--- src/rtl/axis_event_rx.sv ---
// AXI-Stream event receiver: splits {adc, ts} words onto a valid/ready event port and checks framing, TKEEP and timestamp order.
// Optional build macro EVT_RX_TS_CHECK_EN enables the strictly-increasing timestamp check.
module axis_event_rx #(
    parameter int ADC_W = 14,
    parameter int TS_W  = 50,
    parameter int CNT_W = 32
) (
    input  logic             clk,
    input  logic             rstn_i,
    input  logic [63:0]      s_axis_tdata,
    input  logic             s_axis_tvalid,
    output logic             s_axis_tready,
    input  logic             s_axis_tlast,
    input  logic [7:0]       s_axis_tkeep,
    input  logic             cfg_enable,
    input  logic [CNT_W-1:0] cfg_packet_size,
    input  logic             cfg_clear,
    output logic             evt_valid,
    input  logic             evt_ready,
    output logic [ADC_W-1:0] evt_adc,
    output logic [TS_W-1:0]  evt_ts,
    output logic             evt_last,
    output logic [CNT_W-1:0] stat_pkt_cnt,
    output logic [CNT_W-1:0] stat_word_idx,
    output logic             stat_err_len,
    output logic             stat_err_keep,
    output logic             stat_err_ts
);

    localparam logic [1:0] ST_IDLE   = 2'd0;
    localparam logic [1:0] ST_RUN    = 2'd1;
    localparam logic [1:0] ST_RESYNC = 2'd2;

    logic [1:0]       state;
    logic [CNT_W-1:0] n_eff;
    logic [CNT_W-1:0] last_idx;
    logic             accept;
    logic             run_acc;
    logic             disable_req;
    logic             at_end;
    logic             frame_ok;
    logic             frame_short;
    logic             frame_long;

    assign n_eff    = (cfg_packet_size < CNT_W'(2)) ? CNT_W'(2) : cfg_packet_size;
    assign last_idx = n_eff - CNT_W'(1);

    always_comb begin
        s_axis_tready = 1'b0;
        case (state)
            ST_RUN:    s_axis_tready = ~evt_valid | evt_ready;
            ST_RESYNC: s_axis_tready = 1'b1;
            default:   s_axis_tready = 1'b0;
        endcase
    end

    assign accept      = s_axis_tvalid & s_axis_tready;
    assign run_acc     = accept & (state == ST_RUN);
    assign disable_req = (state != ST_IDLE) & ~cfg_enable;
    // A shrinking packet size can leave the index past the end; treat that as long too.
    assign at_end      = (stat_word_idx >= last_idx);
    assign frame_ok    = run_acc & s_axis_tlast & (stat_word_idx == last_idx);
    assign frame_short = run_acc & s_axis_tlast & (stat_word_idx != last_idx);
    assign frame_long  = run_acc & ~s_axis_tlast & at_end;

    always_ff @(posedge clk or negedge rstn_i) begin
        if (!rstn_i) begin
            state <= ST_IDLE;
        end else if (disable_req) begin
            state <= ST_IDLE;
        end else begin
            case (state)
                ST_IDLE:   if (cfg_enable) state <= ST_RUN;
                ST_RUN:    if (frame_long) state <= ST_RESYNC;
                ST_RESYNC: if (accept && s_axis_tlast) state <= ST_RUN;
                default:   state <= ST_IDLE;
            endcase
        end
    end

    always_ff @(posedge clk or negedge rstn_i) begin
        if (!rstn_i) begin
            stat_word_idx <= '0;
        end else if (disable_req) begin
            stat_word_idx <= '0;
        end else if (run_acc) begin
            stat_word_idx <= (s_axis_tlast || at_end) ? '0 : stat_word_idx + CNT_W'(1);
        end
    end

    always_ff @(posedge clk or negedge rstn_i) begin
        if (!rstn_i) begin
            stat_pkt_cnt  <= '0;
            stat_err_len  <= 1'b0;
            stat_err_keep <= 1'b0;
        end else if (cfg_clear) begin
            stat_pkt_cnt  <= '0;
            stat_err_len  <= 1'b0;
            stat_err_keep <= 1'b0;
        end else begin
            if (frame_ok) stat_pkt_cnt <= stat_pkt_cnt + CNT_W'(1);
            if (frame_short || frame_long) stat_err_len <= 1'b1;
            if (run_acc && (s_axis_tkeep != 8'hFF)) stat_err_keep <= 1'b1;
        end
    end

    always_ff @(posedge clk or negedge rstn_i) begin
        if (!rstn_i) begin
            evt_valid <= 1'b0;
            evt_adc   <= '0;
            evt_ts    <= '0;
            evt_last  <= 1'b0;
        end else if (run_acc) begin
            evt_valid <= 1'b1;
            evt_adc   <= s_axis_tdata[TS_W +: ADC_W];
            evt_ts    <= s_axis_tdata[TS_W-1:0];
            evt_last  <= s_axis_tlast;
        end else if (evt_ready) begin
            evt_valid <= 1'b0;
        end
    end

`ifdef EVT_RX_TS_CHECK_EN
    logic [TS_W-1:0] prev_ts;
    logic [TS_W-1:0] ts_delta;
    logic            have_prev;

    // Modular difference: forward steps below half range are legal, so counter wrap passes.
    assign ts_delta = s_axis_tdata[TS_W-1:0] - prev_ts;

    always_ff @(posedge clk or negedge rstn_i) begin
        if (!rstn_i) begin
            prev_ts     <= '0;
            have_prev   <= 1'b0;
            stat_err_ts <= 1'b0;
        end else begin
            if (cfg_clear)
                stat_err_ts <= 1'b0;
            else if (run_acc && have_prev && ((ts_delta == '0) || ts_delta[TS_W-1]))
                stat_err_ts <= 1'b1;
            if (cfg_clear || (state == ST_IDLE))
                have_prev <= 1'b0;
            else if (run_acc)
                have_prev <= 1'b1;
            if (run_acc) prev_ts <= s_axis_tdata[TS_W-1:0];
        end
    end
`else
    assign stat_err_ts = 1'b0;
`endif

endmodule

--- config.mk ---
export PLATFORM = sky130hd
export DESIGN_NAME = axis_event_rx
export DESIGN_NICKNAME = d
export VERILOG_FILES = /design/src/rtl/axis_event_rx.sv
export SDC_FILE = /design/constraint.sdc
export NUM_CORES = 1
export LEC_CHECK = 0
export CELL_PAD_IN_SITES_DETAIL_PLACEMENT = 1
export CELL_PAD_IN_SITES_GLOBAL_PLACEMENT = 2
export CORE_MARGIN = 1.5
export CORE_UTILIZATION = 27
export DETAILED_ROUTE_END_ITERATION = 7
export PLACE_DENSITY = 0.82
export SLEW_MARGIN = 20
export SYNTH_ARGS = -nofsm -noshare
export SYNTH_HDL_FRONTEND = slang
export SYNTH_SLANG_ARGS = --single-unit
--- constraint.sdc ---
create_clock -name clk -period 3.1 [get_ports clk]
set_clock_uncertainty 0.2 [all_clocks]
set_input_delay 0.62 -clock clk [delete_from_list [all_inputs] [get_ports clk]]
set_output_delay 0.62 -clock clk [all_outputs]
set_load 0.005 [all_outputs]
# == After elaboration in Yosys (flattened, before gate mapping) ==
# Index checks and enable logic that the tools add are counted.
# totals
elab_cells,64
out_inout_bits,134
ff_bits,134
inputBits,111
# classes
bitwise_logic,12
eq_ne,8
reduce_logical,12
addsub,3
n_mux,18
order_cmp,2
# ops
op,count
two-way mux 32 bit,6
"adder 32 x 1 -> 32 bit, second input constant",2
== test 32 bit,1
greater-or-equal comparator 32 bit,1
"< comparator 32 x 2 -> 1 bit, second input constant",1
!= test 32 bit,1
"subtractor 32 x 1 -> 32 bit, second input constant",1
nonzero test 2 bit,6
"!= test 3 bit, second input constant",3
AND 1 bit,8
two-way mux 2 bit,4
"!= test 8 bit, second input constant",1
two-way mux 1 bit,6
case mux 2 bit (3 select lines),1
NOT 1 bit,3
AND reduction 3 bit,1
"== test 2 x 1 -> 1 bit, second input constant",1
"== test 2 bit, second input constant",1
logical AND 1 bit,2
logical NOT 2 bit,1
logical OR 1 bit,2
case mux 1 bit (2 select lines),1
OR 1 bit,1

# == Longest topological paths before layout ==
# depth
ltp_word,10
depth_mapped,21
ltp_nobuf,18

# == Worst setup path before layout ==
# No wires, ideal clock.
# synth_timing
path_kind,input to register
startpoint,input cfg_packet_size[22]
endpoint,register stat_pkt_cnt[11]
arrival_time_ns,5.720
path_buffers,1
slack_ns,-2.944
setup_ns,0.125
path_stages,19
required_ns,2.775
path_cell_list,or4_4 -> or4_4 -> or4_4 -> nor4_4 -> buf_6 -> nand2b_1 -> ha_1 -> nand3_1 -> nor2_1 -> nand2_1 -> nor4_1 -> xnor2_1 -> ha_1 -> nand4_1 -> nor4_1 -> nand3_1 -> nor4_1 -> nand3_1 -> mux2_2
# synth_between
elab_chain_cells,6
# synth_rtl
item,line,rtl
start: declaration,16,"input logic [CNT_W-1:0] cfg_packet_size,"
< comparator 32 x 2 -> 1 bit,45,assign n_eff = (cfg_packet_size < CNT_W'(2)) ? CNT_W'(2) : cfg_packet_size;
two-way mux 32 bit (*),45,
subtractor 32 x 1 -> 32 bit (*),46,assign last_idx = n_eff - CNT_W'(1);
== test 32 bit (*),62,assign frame_ok = run_acc & s_axis_tlast & (stat_word_idx == last_idx);
AND 1 bit (*),62,
nonzero test 2 bit (no line) (*),--,
end signal: assignment,101,if (frame_ok) stat_pkt_cnt <= stat_pkt_cnt + CNT_W'(1);
end: declaration,23,"output logic [CNT_W-1:0] stat_pkt_cnt,"
# Every way passes the cells marked *; elsewhere a longest branch is shown, timed or not.
# A chain may end at the register's enable or synchronous reset.

# == Final worst setup path ==
# layout_timing
startpoint,input cfg_packet_size[20]
endpoint,register stat_pkt_cnt[29]
# The elaborated chain is that of the path after synthesis.

==> impl_metrics.csv <==
group,metric,value,unit
timing,finalSetupTns,-133.30,ns
die,die_x,171,um
global_routing,grt_max_degree,70,
drt,drc,0,
drt,post_drt_wl_per_cell,17.5,um
cts,cts_tree,"yes",
finish,final_cell_mix,"nand2_1 (253), clkdlybuf4s50_1 (238), dfrtp_1 (134), buf_4 (118)",
power,combPwrFrac,39.9,%
run_status,violations,"hold timing, setup timing",
placement,preCtsSetupSlack,-3.06,ns
min_path,min_path_type,"in -> async",
placement,hpwlAfterDp,20900,um
logic_synthesis,syn_nets,1047,
power,p_int,5290,uW
timing,slew_violations,0,
drt,first_pass_iters,4,
placement,port_buffers,243,
drt,drtIter0Drc,424,
run,cap_violations,0,
timing,hold_ws,-0.000289,ns
logic_synthesis,ys_seq_area_share,43.9,%
run_status,status,"complete, but fails checks",
logic_synthesis,ys_warn_count,0,
power,clockPowerShare,27.7,%
global_routing,grt_pass1_wl,45300,um
logic_synthesis,async_flop_share,100,%
cts,cts_max_level,4,
finish,post_layout_nonfiller_instances,1656,
worst_setup_path,worstSetupPathType,"in -> reg",
worst_setup_path,arrival,5.37,ns
finish,area.growth.synth_to_final,66.3,%
global_routing,track_usage,19.8,%
global_routing,antenna_found_initial,1,
logic_synthesis,netlist-cell-type-count,52,
cts,clockBufferDepth,2,
power,ir_worst_vdd,0.000316,V
timing,rsz0062_at_grt,"yes",
power,leakage,0.00540,uW
logic_synthesis,synth-compound-area-share,11.4,%
power,p_per_area,628,nW/um2
global_routing,grt_pass1_vias,8299,
die,initial_utilization,27.5,%
finish,layout.cells.most_common,"nand2_1",
worst_setup_path,critPathMaxFanout,4,
worst_setup_path,start_kind,"input port",
timing,max-slew-margin-rel,50.5,%
timing,min_period,5.23,ns
die,die_y,171,um
logic_synthesis,synthSimpleGateAreaFrac,29.7,%
worst_setup_path,cp.required,3.25,ns
timing,fin_ws,-2.13,ns
timing,period_share,169,%
global_routing,overflow,0,
cts,cts_hold_buf,0,
logic_synthesis,synth_ff_type,"dfrtp_1",
cts,cts_buffers,17,
logic_synthesis,syn_area,7630,um2
power,pwr-share-seq,32.4,%
logic_synthesis,muxShareOfSynthArea,0.295,%
die,num_io_pins,245,
logic_synthesis,syn_avg_cell_area,8.51,um2
logic_synthesis,synth_edf_count,0,
worst_setup_path,crit_path_end_kind,"register",
cts,clk_pin_slew_worst_paths,0.07,ns
finish,nets,1414,
timing,max_freq,191,MHz
drt,viasPerCell,4.92,
cts,numClockSinks,134,
power,p_sw_share,33.6,%
die,rows,61,
die,die_area,29300,um2
drt,ant_nets,0,
drt,routed_wl,29000,um
logic_synthesis,synth_fa_ha_area_share,6.39,%
logic_synthesis,syn-instance-count,897,
logic_synthesis,synth_top_family_by_area,"simple AND/OR/NAND/NOR gates",
timing,setup_viol,67,
power,power.switching,2680,uW
logic_synthesis,synth_seq_cells,134,
finish,drive_gt1_share,19.4,%
timing,finalHoldViolations,1,
logic_synthesis,synth-xor-area-share,4.93,%
die,core,27800,um2
cts,clk_latency,0.42,ns
timing,worstMarginPinSlew,0.742,ns
drt,via_count,8143,
placement,dp.cells,1595,
placement,gp_congestion,0.825,
cts,cts-root-buf,"clkbuf_16",
==> worst max-delay path, stage by stage <==
cell and delay (ns):
buf_6 0.09, or4_4 0.52, or4_4 0.43, or4_4 0.46, nor4_4 0.31, nand2b_4 0.19
ha_4 0.14, nand3_4 0.08, or2_4 0.29, nor3_4 0.12, xnor2_1 0.08, ha_1 0.28
nand4_1 0.16, nor4_2 0.37, and3_4 0.28, buf_6 0.11, nand4_1 0.16, buf_4 0.21
or3_1 0.33, a21oi_2 0.13
==> cell usage after synthesis, types with 3 or more instances <==
cell / number / share of area, %
o21a_1: 3 / 0.29
o22ai_1: 10 / 0.82
o31ai_1: 11 / 1.1
or4_1: 17 / 1.7
a31o_2: 3 / 0.34
and3_1: 17 / 1.4
or2_2: 4 / 0.33
nand2_1: 254 / 12
o211ai_1: 11 / 1.1
clkbuf_1: 29 / 1.4
nand4_1: 26 / 2.1
nand2b_1: 6 / 0.49
nor3_1: 24 / 1.6
xnor2_1: 36 / 4.1
nor2_1: 38 / 1.9
nor4_1: 25 / 2.0
dfrtp_1: 134 / 44
or3_1: 14 / 1.1
inv_1: 27 / 1.3
a21oi_1: 47 / 3.1
buf_1: 4 / 0.20
or4_4: 3 / 0.44
xor2_1: 7 / 0.80
a41oi_1: 10 / 1.1
and2_1: 6 / 0.49
o21ai_0: 22 / 1.4
and4_1: 7 / 0.80
ha_1: 39 / 6.4
nand3_1: 33 / 2.2
==> final cells by class <==
| cell class | instances | area (um2) |
|---|---|---|
| Antenna cell | 1 | 2.50 |
| Clock buffer | 18 | 429 |
| Clock inverter | 14 | 198 |
| Fill cell | 3232 | 15100 |
| Inverter | 27 | 101 |
| Multi-Input combinational cell | 701 | 4520 |
| Sequential cell | 134 | 3350 |
| Tap cell | 378 | 473 |
| Timing Repair Buffer | 383 | 3620 |
==> stage by stage <==
stage / power [uW] / utilization, % / cell area, um2 / hold slack (ns)
2_1_floorplan: 3730 / - / 7750 / 0.124
3_3_place_gp: 5590 / 41.1 / 11400 / 0.257
3_5_place_dp: 5690 / 41.1 / 11400 / 0.262
4_1_cts: 8030 / 45.0 / 12500 / 0.0389
5_1_grt: 8460 / 45.7 / 12700 / 0.0438
6_report: 7970 / 45.7 / 12700 / -0.000289
==> flip-flops by register name (all words and copies together), names as in the netlist <==
signal,flops
evt_last,1
stat_word_idx,32
evt_ts,50
evt_adc,14
stat_pkt_cnt,32
stat_err_keep,1
state,2
stat_err_len,1
evt_valid,1
==> path summary, 6_finish.rpt <==
path,startpoint,to,slack (ns),depth (start not counted)
max,cfg_packet_size[20],stat_pkt_cnt[29],-2.13,20
min,rstn_i,stat_pkt_cnt[17],-0.0003,1
max reg2reg,stat_word_idx[0],stat_word_idx[29],0.20,10
min reg2reg,evt_ts[25],evt_ts[25],0.27,2
max in group asynchronous,rstn_i,evt_ts[38],1.85,2
min in group clk,evt_ts[25],evt_ts[25],0.27,2
==> layer usage <==
layer,share of wire (%),global-route usage (%),routed length [um],up-vias
met5,0,0,0,-
met4,1.2,4.81,342,0
met3,5.0,4.28,1450,27
met2,50,33.9,14600,168
met1,44,25.3,12600,4034
li1,-,-,-,3914
==> power groups by stage <==
stage	clock network (uW)	logic [uW]	registers [uW]
after global routing	2330	3490	2640
after CTS	2260	3180	2590
after floorplan	0	1090	2640
final	2210	3180	2580
after global placement	0	3000	2580
after detailed placement	0	3080	2610
==> what timing repair did <==
| action | in CTS | in global routing |
|---|---|---|
| setup buffers | 19 | 7 |
| endpoints found under the setup margin | 67 | 67 |
| gates resized for setup | 78 | 28 |
| hold endpoints to repair | 0 | 0 |
| cloned | 3 | 0 |
| pin swaps | 40 | 21 |
==> cells by family (layout without fill, tap and decap cells) <==
| group | after synthesis | in the layout |
|---|---|---|
| xor+xnor | 43 | 43 |
| compound gates | 136 | 136 |
| fa+ha+maj | 39 | 39 |
| other cells | 1 | 2 |
| flops | 134 | 134 |
| mux | 2 | 2 |
| buf+inv | 63 | 442 |
| simple gates | 479 | 480 |
No activity file was read; power rests on OpenSTA's default activity.
